<file path="config.mk">
export PLATFORM = sky130hd
export DESIGN_NAME = fetch_seq_flat
export DESIGN_NICKNAME = d
export VERILOG_FILES = /design/src/rtl/fetch_seq_if.sv /design/src/rtl/fetch_seq.sv /design/src/flat_wrapper.sv
export SDC_FILE = /design/constraint.sdc
export NUM_CORES = 1
export LEC_CHECK = 0
export BUFFER_PORTS_ARGS = -buffer_cell sky130_fd_sc_hd__buf_2
export CORE_MARGIN = 4
export CORE_UTILIZATION = 40
export DETAILED_ROUTE_END_ITERATION = 6
export PLACE_DENSITY_LB_ADDON = 0.05
export RECOVER_POWER = 25
export SLEW_MARGIN = 20
export SYNTH_ARGS = -nofsm -noshare
export SYNTH_HDL_FRONTEND = slang
export SYNTH_SLANG_ARGS = --single-unit
</file>
<file path="constraint.sdc">
create_clock -name clk -period 4.8 [get_ports clk]
set_clock_uncertainty 0.05 [all_clocks]
set_input_delay 0.96 -clock clk [delete_from_list [all_inputs] [get_ports clk]]
set_output_delay 0.96 -clock clk [all_outputs]
set_load 0.01 [all_outputs]
</file>
<file path="src/rtl/fetch_seq_if.sv">
// Bundle between fetch_seq, the memory read port, opcode decoder and execute stage.
// Holds only wires; timing is defined by the sequencer that drives the master side.
// master = sequencer, slave = memory / decoder / execute environment.
interface fetch_seq_if #(
  parameter int ADDR_W = 16,
  parameter int DATA_W = 8
);
  logic [ADDR_W-1:0] mem_addr;
  logic              mem_rd;
  logic [DATA_W-1:0] mem_rdata;
  logic              mem_ready;
  logic [2:0]        mode;
  logic [DATA_W-1:0] x_idx;
  logic [DATA_W-1:0] y_idx;
  logic [DATA_W-1:0] ir;
  logic [DATA_W-1:0] oper;
  logic [ADDR_W-1:0] eff_addr;
  logic [ADDR_W-1:0] pc;
  logic              exec_valid;
  logic              exec_ready;
  logic              pc_load;
  logic [ADDR_W-1:0] pc_target;

  modport master (
    output mem_addr, mem_rd, ir, oper, eff_addr, pc, exec_valid,
    input  mem_rdata, mem_ready, mode, x_idx, y_idx, exec_ready, pc_load, pc_target
  );

  modport slave (
    input  mem_addr, mem_rd, ir, oper, eff_addr, pc, exec_valid,
    output mem_rdata, mem_ready, mode, x_idx, y_idx, exec_ready, pc_load, pc_target
  );
endinterface

</file>
<file path="src/rtl/fetch_seq.sv">
// 6502 fetch/operand sequencer: reset vector, opcode fetch, operand collection, effective address.
// Latency FETCH->accept: IMP 3, IMM/ZP/ZPX 4, ABS/ABSX/ABSY 5, IND 7 cycles with no wait states.
// Reads hold address/request until mem_ready; ISSUE holds the bundle until exec_ready.
module fetch_seq #(
  parameter int                ADDR_W       = 16,
  parameter int                DATA_W       = 8,
  parameter logic [ADDR_W-1:0] RESET_VEC    = 16'hFFFC,
  parameter bit                IND_PAGE_BUG = 1'b1
) (
  input  logic        clk,
  input  logic        resetn,
  fetch_seq_if.master bus
);

  // Address is assumed to be exactly two data bytes wide (low byte, high byte).
  localparam int                HI_W        = ADDR_W - DATA_W;
  localparam logic [ADDR_W-1:0] VEC_HI_ADDR = RESET_VEC + {{(ADDR_W-1){1'b0}}, 1'b1};

  localparam logic [2:0] M_IMP  = 3'd0;
  localparam logic [2:0] M_IMM  = 3'd1;
  localparam logic [2:0] M_ZP   = 3'd2;
  localparam logic [2:0] M_ZPX  = 3'd3;
  localparam logic [2:0] M_ABSY = 3'd6;
  localparam logic [2:0] M_IND  = 3'd7;

  typedef enum logic [3:0] {
    S_RESET, S_VEC_LO, S_VEC_HI, S_FETCH, S_DECODE,
    S_OP_LO, S_OP_HI, S_IND_LO, S_IND_HI, S_ISSUE
  } state_t;

  state_t            state_q;
  logic [ADDR_W-1:0] pc_q;
  logic [ADDR_W-1:0] mem_addr_q;   // also serves as the indirect pointer in IND_LO/IND_HI
  logic [ADDR_W-1:0] eff_addr_q;
  logic [DATA_W-1:0] ir_q;
  logic [DATA_W-1:0] oper_q;
  logic [2:0]        mode_q;
  logic              mem_rd_q;
  logic              exec_valid_q;

  logic [ADDR_W-1:0] pc_inc;
  logic [ADDR_W-1:0] abs_base;
  logic [DATA_W-1:0] idx_val;
  logic [ADDR_W-1:0] idx_sum;
  logic [DATA_W-1:0] zpx_lo;
  logic [DATA_W-1:0] ptr_lo_inc;
  logic [ADDR_W-1:0] ptr_next;

  // Address arithmetic; all sums wrap modulo the operand width (carry out discarded).
  always_comb begin
    pc_inc     = pc_q + {{(ADDR_W-1){1'b0}}, 1'b1};
    abs_base   = {bus.mem_rdata[HI_W-1:0], oper_q};
    idx_val    = (mode_q == M_ABSY) ? bus.y_idx : bus.x_idx;
    idx_sum    = abs_base + {{HI_W{1'b0}}, idx_val};
    zpx_lo     = bus.mem_rdata + bus.x_idx;
    ptr_lo_inc = mem_addr_q[DATA_W-1:0] + {{(DATA_W-1){1'b0}}, 1'b1};
    if (IND_PAGE_BUG) begin
      ptr_next = {mem_addr_q[ADDR_W-1:DATA_W], ptr_lo_inc};
    end else begin
      ptr_next = mem_addr_q + {{(ADDR_W-1){1'b0}}, 1'b1};
    end
  end

  // Sequencer: state, memory request and the instruction bundle all registered here.
  always_ff @(posedge clk) begin
    if (!resetn) begin
      state_q      <= S_RESET;
      pc_q         <= '0;
      mem_addr_q   <= '0;
      eff_addr_q   <= '0;
      ir_q         <= '0;
      oper_q       <= '0;
      mode_q       <= M_IMP;
      mem_rd_q     <= 1'b0;
      exec_valid_q <= 1'b0;
    end else begin
      case (state_q)
        S_RESET: begin
          state_q    <= S_VEC_LO;
          mem_rd_q   <= 1'b1;
          mem_addr_q <= RESET_VEC;
        end
        S_VEC_LO: if (bus.mem_ready) begin
          pc_q[DATA_W-1:0] <= bus.mem_rdata;
          mem_addr_q       <= VEC_HI_ADDR;
          state_q          <= S_VEC_HI;
        end
        S_VEC_HI: if (bus.mem_ready) begin
          pc_q       <= {bus.mem_rdata[HI_W-1:0], pc_q[DATA_W-1:0]};
          mem_addr_q <= {bus.mem_rdata[HI_W-1:0], pc_q[DATA_W-1:0]};
          state_q    <= S_FETCH;
        end
        S_FETCH: if (bus.mem_ready) begin
          ir_q     <= bus.mem_rdata;
          pc_q     <= pc_inc;
          mem_rd_q <= 1'b0;
          state_q  <= S_DECODE;
        end
        S_DECODE: begin
          mode_q <= bus.mode;
          if (bus.mode == M_IMP) begin
            oper_q       <= '0;
            eff_addr_q   <= '0;
            exec_valid_q <= 1'b1;
            state_q      <= S_ISSUE;
          end else begin
            mem_rd_q   <= 1'b1;
            mem_addr_q <= pc_q;
            state_q    <= S_OP_LO;
          end
        end
        S_OP_LO: if (bus.mem_ready) begin
          oper_q <= bus.mem_rdata;
          pc_q   <= pc_inc;
          if (mode_q == M_IMM || mode_q == M_ZP || mode_q == M_ZPX) begin
            if (mode_q == M_IMM) begin
              eff_addr_q <= '0;
            end else if (mode_q == M_ZP) begin
              eff_addr_q <= {{HI_W{1'b0}}, bus.mem_rdata};
            end else begin
              eff_addr_q <= {{HI_W{1'b0}}, zpx_lo};
            end
            mem_rd_q     <= 1'b0;
            exec_valid_q <= 1'b1;
            state_q      <= S_ISSUE;
          end else begin
            mem_addr_q <= pc_inc;
            state_q    <= S_OP_HI;
          end
        end
        S_OP_HI: if (bus.mem_ready) begin
          pc_q <= pc_inc;
          if (mode_q == M_IND) begin
            mem_addr_q <= abs_base;
            state_q    <= S_IND_LO;
          end else begin
            eff_addr_q   <= (mode_q == 3'd4) ? abs_base : idx_sum;
            mem_rd_q     <= 1'b0;
            exec_valid_q <= 1'b1;
            state_q      <= S_ISSUE;
          end
        end
        S_IND_LO: if (bus.mem_ready) begin
          eff_addr_q[DATA_W-1:0] <= bus.mem_rdata;
          mem_addr_q             <= ptr_next;
          state_q                <= S_IND_HI;
        end
        S_IND_HI: if (bus.mem_ready) begin
          eff_addr_q[ADDR_W-1:DATA_W] <= bus.mem_rdata[HI_W-1:0];
          mem_rd_q                    <= 1'b0;
          exec_valid_q                <= 1'b1;
          state_q                     <= S_ISSUE;
        end
        S_ISSUE: if (bus.exec_ready) begin
          // Redirect is honoured only on the accepting cycle.
          exec_valid_q <= 1'b0;
          mem_rd_q     <= 1'b1;
          if (bus.pc_load) begin
            pc_q       <= bus.pc_target;
            mem_addr_q <= bus.pc_target;
          end else begin
            mem_addr_q <= pc_q;
          end
          state_q <= S_FETCH;
        end
        default: begin
          state_q      <= S_RESET;
          mem_rd_q     <= 1'b0;
          exec_valid_q <= 1'b0;
        end
      endcase
    end
  end

  assign bus.mem_addr   = mem_addr_q;
  assign bus.mem_rd     = mem_rd_q;
  assign bus.ir         = ir_q;
  assign bus.oper       = oper_q;
  assign bus.eff_addr   = eff_addr_q;
  assign bus.pc         = pc_q;
  assign bus.exec_valid = exec_valid_q;

endmodule

</file>
<file path="src/flat_wrapper.sv">
// flat-port wrapper written by rule: the top's interface ports become plain ports
module fetch_seq_flat 
#(
  parameter int                ADDR_W       = 16,
  parameter int                DATA_W       = 8,
  parameter logic [ADDR_W-1:0] RESET_VEC    = 16'hFFFC,
  parameter bit                IND_PAGE_BUG = 1'b1
)
  (clk, resetn, bus_mem_addr, bus_mem_rd, bus_ir, bus_oper, bus_eff_addr, bus_pc, bus_exec_valid, bus_mem_rdata, bus_mem_ready, bus_mode, bus_x_idx, bus_y_idx, bus_exec_ready, bus_pc_load, bus_pc_target);
  fetch_seq_if #(.ADDR_W(ADDR_W), .DATA_W(DATA_W)) bus_i ();
  input  logic clk;
  input  logic resetn;
  output wire logic [$bits(bus_i.mem_addr)-1:0] bus_mem_addr;
  output wire logic [$bits(bus_i.mem_rd)-1:0] bus_mem_rd;
  output wire logic [$bits(bus_i.ir)-1:0] bus_ir;
  output wire logic [$bits(bus_i.oper)-1:0] bus_oper;
  output wire logic [$bits(bus_i.eff_addr)-1:0] bus_eff_addr;
  output wire logic [$bits(bus_i.pc)-1:0] bus_pc;
  output wire logic [$bits(bus_i.exec_valid)-1:0] bus_exec_valid;
  input wire logic [$bits(bus_i.mem_rdata)-1:0] bus_mem_rdata;
  input wire logic [$bits(bus_i.mem_ready)-1:0] bus_mem_ready;
  input wire logic [$bits(bus_i.mode)-1:0] bus_mode;
  input wire logic [$bits(bus_i.x_idx)-1:0] bus_x_idx;
  input wire logic [$bits(bus_i.y_idx)-1:0] bus_y_idx;
  input wire logic [$bits(bus_i.exec_ready)-1:0] bus_exec_ready;
  input wire logic [$bits(bus_i.pc_load)-1:0] bus_pc_load;
  input wire logic [$bits(bus_i.pc_target)-1:0] bus_pc_target;
  assign bus_mem_addr = bus_i.mem_addr;
  assign bus_mem_rd = bus_i.mem_rd;
  assign bus_ir = bus_i.ir;
  assign bus_oper = bus_i.oper;
  assign bus_eff_addr = bus_i.eff_addr;
  assign bus_pc = bus_i.pc;
  assign bus_exec_valid = bus_i.exec_valid;
  assign bus_i.mem_rdata = bus_mem_rdata;
  assign bus_i.mem_ready = bus_mem_ready;
  assign bus_i.mode = bus_mode;
  assign bus_i.x_idx = bus_x_idx;
  assign bus_i.y_idx = bus_y_idx;
  assign bus_i.exec_ready = bus_exec_ready;
  assign bus_i.pc_load = bus_pc_load;
  assign bus_i.pc_target = bus_pc_target;
  fetch_seq #(.ADDR_W(ADDR_W), .DATA_W(DATA_W), .RESET_VEC(RESET_VEC), .IND_PAGE_BUG(IND_PAGE_BUG)) u_core (.clk(clk), .resetn(resetn), .bus(bus_i));
endmodule
</file>
Yosys cells after proc, flatten, opt, wreduce, memory -nomap -nowiden
Cells that the tools add are included.
{"block": "op_classes", "add_sub_neg": 4, "n_reduce_logical": 26, "mux": 57, "n_eq_ne": 31, "bitwise_logic": 4}
{"operator": "2-to-1 mux 16 bit", "n": 18}
{"operator": "one-hot mux 16 bit (8 select lines)", "n": 1}
{"operator": "one-hot mux 8 bit (4 select lines)", "n": 3}
{"operator": "2-to-1 mux 4 bit", "n": 11}
{"operator": "2-to-1 mux 8 bit", "n": 5}
{"operator": "one-hot mux 4 bit (10 select lines)", "n": 1}
{"operator": "one-hot mux 8 bit (3 select lines)", "n": 1}
{"operator": "AND reduction 8 bit", "n": 3}
{"operator": "inequality test 2 bit, second input constant", "n": 11}
{"operator": "AND reduction 10 bit", "n": 2}
{"operator": "adder 16 x 1 -> 16 bit, second input constant", "n": 1}
{"operator": "adder 16 x 8 -> 16 bit", "n": 1}
{"operator": "== test 4 x 3 -> 1 bit, second input constant", "n": 4}
{"operator": "one-hot mux 8 bit (2 select lines)", "n": 1}
{"operator": "2-to-1 mux 1 bit", "n": 14}
{"operator": "AND reduction 7 bit", "n": 2}
{"operator": "inequality test 2 x 1 -> 1 bit, second input constant", "n": 5}
{"operator": "== test 3 bit, second input constant", "n": 3}
{"operator": "adder 8 x 1 -> 8 bit, second input constant", "n": 1}
{"operator": "adder 8 bit", "n": 1}
{"operator": "== test 4 x 2 -> 1 bit, second input constant", "n": 2}
{"operator": "== test 4 bit, second input constant", "n": 2}
{"operator": "nonzero test 4 bit", "n": 2}
{"operator": "nonzero test 8 bit", "n": 1}
{"operator": "other kinds (19)", "n": 26}
{"block": "word_totals", "word_cells": 134, "out_inout_bits": 66, "input_bits": 48, "ff_bits": 73}

Logic depth before layout (Yosys ltp)
{"block": "depth", "ltp_word": 7, "depth_mapped": 13, "depth_no_buf": 12}

Worst setup path before layout
Ideal clock, no wire load.
{"block": "synth_path", "path_type": "input -> register", "start": "input bus_x_idx[0]", "end": "register u_core.eff_addr_q[12], in the netlist u_core.bus.eff_addr[12]", "arrival_time_ps": 2860, "setup_time_ps": 122, "required_time_ps": 4628, "stages": 11, "path_buffers": 0, "setup_slack_ps": 1769, "cell_sequence": "mux2_2 -> ha_1 -> inv_1 -> fa_1 -> nor2b_1 -> o21a_1 -> o211ai_1 -> a311o_1 -> mux2_2 -> a22oi_1 -> a21oi_1"}
{"block": "synth_via", "elab_chain_cells": 6}
{"item": "from (decl)", "line": "flat_wrapper.sv:23", "source": "input wire logic [$bits(bus_i.x_idx)-1:0] bus_x_idx;"}
{"item": "2-to-1 mux 8 bit", "line": "fetch_seq.sv:53", "source": "idx_val = (mode_q == M_ABSY) ? bus.y_idx : bus.x_idx;"}
{"item": "adder 16 x 8 -> 16 bit", "line": "fetch_seq.sv:54", "source": "idx_sum = abs_base + {{HI_W{1'b0}}, idx_val};"}
{"item": "2-to-1 mux 16 bit", "line": "fetch_seq.sv:137", "source": "eff_addr_q <= (mode_q == 3'd4) ? abs_base : idx_sum;"}
{"item": "2-to-1 mux 16 bit", "line": "fetch_seq.sv:133", "source": "if (mode_q == M_IND) begin"}
{"item": "2-to-1 mux 16 bit", "line": "fetch_seq.sv:131", "source": "S_OP_HI: if (bus.mem_ready) begin"}
{"item": "one-hot mux 8 bit (4 select lines)", "line": "fetch_seq.sv:77", "source": "case (state_q)"}
{"item": "to (signal assigned)", "line": "fetch_seq.sv:137"}
{"item": "to (signal, indexed assignment)", "line": "fetch_seq.sv:144", "source": "eff_addr_q[DATA_W-1:0] <= bus.mem_rdata;"}
{"item": "to (signal, indexed assignment)", "line": "fetch_seq.sv:149", "source": "eff_addr_q[ADDR_W-1:DATA_W] <= bus.mem_rdata[HI_W-1:0];"}
{"item": "to (decl)", "line": "fetch_seq.sv:34", "source": "logic [ADDR_W-1:0] eff_addr_q;"}
Every way passes these cells. The select of a mux whose other input is x is not followed.
A chain may end at the register's enable or synchronous reset.

Worst setup path after layout
{"block": "layout_path", "start": "register u_core.mode_q[2]", "end": "register u_core.eff_addr_q[12], in the netlist u_core.bus.eff_addr[12]"}
{"block": "layout_via", "elab_chain_cells": 7, "word_cells_on_any_way": 17, "cone_classes": "add/sub: 1; eq/ne: 8; mux: 5; reduce/logical: 3"}
{"item": "from (decl)", "line": "fetch_seq.sv:37", "source": "logic [2:0] mode_q;"}
{"item": "from (signal assigned)", "line": "fetch_seq.sv:100", "source": "mode_q <= bus.mode;"}
{"item": "== test 3 bit", "line": "fetch_seq.sv:53"}
{"item": "2-to-1 mux 8 bit", "line": "fetch_seq.sv:53"}
{"item": "adder 16 x 8 -> 16 bit", "line": "fetch_seq.sv:54"}
{"item": "2-to-1 mux 16 bit", "line": "fetch_seq.sv:137"}
{"item": "2-to-1 mux 16 bit", "line": "fetch_seq.sv:133"}
{"item": "2-to-1 mux 16 bit", "line": "fetch_seq.sv:131"}
{"item": "one-hot mux 8 bit (4 select lines)", "line": "fetch_seq.sv:77"}
Several ways; a longest one is shown, not always the timed one. The select of a mux whose other input is x is not followed.

==> results.py <==
metrics = {
    "synth": {
        "synth-simple-area-share_pct": 22.5,
        "avgSynthCellArea_um2": 7.51,
        "synth-adder-area-share_pct": 4.70,
        "synth-xor-area-share_pct": 4.19,
        "synth.distinct_cells": 80,
        "synth-edff-count": 0,
        "synth_top_family_by_area": "compound AO/OA/AOI/OAI gates",
        "synth_compound_area_share_pct": 31.3,
        "ys_seq_area_share_pct": 25.9,
        "synth_seq_cells": 73,
        "synthMuxAreaShare_pct": 6.32,
        "ys_warn_count": 0,
        "syn-num-nets": 820,
        "synthFlopType": "dfxtp_1",
        "async_flop_share_pct": 0,
        "netlist_instances": 752,
        "syn-cell-area_um2": 5650,
    },
    "cells_and_area": {
        "drive_above_1_share_pct": 17.3,
        "final_cell_mix": "buf_2 (79), a21oi_1 (76), nand2_1 (74)",
        "nFillCells": 1429,
        "finalNetCount": 896,
        "syn_to_final_growth_pct": 15.3,
        "layout.cells.non_filler": 1013,
        "design_area_um2": 6510,
        "final_util_pct": 47.1,
        "diodes": 0,
        "layout_commonest_cell": "buf_2",
    },
    "global_route": {
        "grt_max_degree": 42,
        "antenna_found_initial": 0,
        "first_global_vias": 5685,
        "grt_pass1_wl_um": 31000,
        "use_met2_pct": 40.1,
        "grt-ovfl-total": 0,
        "use_met1_pct": 31.9,
        "busiest_layer": "met2",
        "grt_util_met3_pct": 4.00,
        "grt.total_usage_pct": 24.3,
    },
    "clock_network": {
        "cts_setup_buffers": 0,
        "clock-sinks": 73,
        "path_clk_slew_ps": 60,
        "htreeDepth": 3,
        "root_buffer": "clkbuf_16",
        "clock_path_buffers": 2,
        "post_cts_resized": 0,
        "cts_buffers": 9,
        "insertion_delay_ps": 350,
        "hold_buffers": 0,
        "cts_tree": "yes",
    },
    "drt": {
        "vias": 6062,
        "wl_um": 19900,
        "routedWlPerCell_um": 19.7,
        "ant_nets": 0,
        "drtPass1Iterations": 5,
        "drc_errors": 0,
        "viasPerCell": 5.98,
        "drt_iter0_markers": 577,
    },
    "sta": {
        "setup_slack_ps": 1390,
        "rsz0062_at_grt": "false",
        "tns_ps": 0,
        "fmax_mhz": 293,
        "fin_crit_sh_pct": 71.1,
        "max_slew_margin_pct": -7.93,
        "finalMaxSlewViolations": 34,
        "setup_viol": 0,
        "finalCriticalPeriod_ps": 3410,
        "finalHoldViolCount": 0,
        "tightestPinTransition_ps": 1620,
    },
    "pwr": {
        "p_leak_uw": 0.00255,
        "ir_drop_uv": 162,
        "power_density_nw_per_um2": 320,
    },
    "die": {
        "die-area_um2": 16100,
        "core_um2": 13800,
        "io_pins": 114,
        "row_count": 43,
        "die_x_um": 127,
        "start_util_pct": 40.8,
        "die_h_um": 127,
    },
    "critical_path": {
        "worstRegToRegCells": 12,
        "crit_fanout": 9,
        "endpoint_kind": "register",
        "cp_data_required_time_ps": 4970,
        "crit_arrival_ps": 3580,
        "critPathKind": "reg -> reg",
        "start_kind": "register",
    },
    "placed_design": {
        "finalWeightedCongestion": 0.913,
        "hpwlAfterDp_um": 14000,
        "dpl_worst_slack_ps": 1400,
        "io_buffers": 113,
        "dpl_cell_area_um2": 6260,
        "placed_cells": 997,
    },
    "min_path": {
        "holdPathStages": 2,
        "hp-class": "reg -> reg",
    },
    "outcome": {
        "violations": "max-capacitance violations, max-slew violations",
        "status": "complete, but fails checks",
    },
    "flow_run": {
        "cap_violations": 1,
    },
}
[cells in the mapped netlist, types with 3 or more instances]
library cell,count,share of area [%]
and3_1,7,0.78
nand2_1,74,4.9
a211oi_2,4,0.89
a21oi_1,76,6.7
a31oi_1,15,1.7
nand3_1,30,2.7
a41oi_1,5,0.78
a22oi_1,18,2.4
dfxtp_1,73,26
nand2b_1,6,0.66
o21a_1,7,0.93
and2_1,7,0.78
inv_1,10,0.66
nor3_1,12,1.1
mux2i_1,21,3.7
or2_2,7,0.78
nor2_1,73,4.9
ha_1,18,4.0
nor2b_1,10,1.1
clkbuf_1,36,2.4
a32o_1,3,0.53
nor3b_1,5,0.66
xnor2_1,13,2.0
buf_2,15,1.3
o221a_2,3,0.60
o22ai_1,5,0.55
o221ai_1,4,0.62
a221oi_1,5,0.78
xor2_1,14,2.2
o21ai_1,7,0.62
mux2_2,13,2.6
o31ai_1,3,0.40
o211ai_1,3,0.40
a21o_1,4,0.53
o21ai_0,71,6.3
a211oi_1,13,1.7
[worst max-delay path, cell delays in order (launching register included)]
cell      delay (ps)
dfxtp_1          480
nand3b_1         420
mux2_2           360
ha_1             160
inv_1             60
fa_1             380
nor2b_1          170
o21a_1           150
o211ai_1         160
a311o_1          350
mux2_2           280
a22oi_1          180
a21oi_1           90
[where the power goes]
group	total, uW	switching (uW)	leakage, uW	internal (uW)
logic	638	395	0.00181	243
clock network	674	282	0.000145	392
registers	771	91.9	0.000596	679
total	2080	769	0.00255	1310
[state kept, by name (all words and copies together), names as in the netlist]
name / count
u_core.bus.eff_addr: 16
u_core.bus.mem_addr: 16
u_core.bus.pc: 16
u_core.bus.ir: 8
u_core.bus.oper: 8
u_core.state_q: 4
u_core.mode_q: 3
u_core.bus.exec_valid: 1
u_core.bus.mem_rd: 1
[logic make-up (layout without fill, tap and decap cells)]
group / count (synthesis) / after routing
multiplexers: 34 / 34
XOR/XNOR: 27 / 27
flip-flops: 73 / 73
AO/OA/AOI/OAI: 275 / 275
AND/OR/NAND/NOR: 256 / 256
adder cells (fa/ha/maj): 20 / 20
buffers and inverters: 67 / 148
[metrics by stage]
step	hold WS, ps	power [uW]
after global routing	478	2200
after global placement	413	1420
final	425	2080
after CTS	429	2100
after floorplan	445	1210
after detailed placement	414	1420
[area by class of cell]
class | instances | area, um^2 | share of cell area, %
multi-input cells | 612 | 3910 | 60.0
flip-flops and latches | 73 | 1460 | 22.5
repair buffers | 121 | 583 | 8.96
clock buffers | 12 | 267 | 4.09
well taps | 180 | 225 | 3.46
inverters | 11 | 41.3 | 0.634
clock inverters | 4 | 26.3 | 0.404
[layer usage]
layer  vias to the layer above  wire, um
li1                       2946         -
met1                      2843      8690
met2                       237      9460
met3                        36      1250
met4                         0       523
met5                         -         0
[path summary, 6_finish.rpt]
kind,from,to,slack (ps)
min,u_core.bus.eff_addr[7],u_core.bus.eff_addr[7],430
max,u_core.mode_q[2],u_core.bus.eff_addr[12],1390
min reg2reg,u_core.bus.eff_addr[7],u_core.bus.eff_addr[7],430
max reg2reg,u_core.mode_q[2],u_core.bus.eff_addr[12],1390
Power figures use the tool's default switching activity.
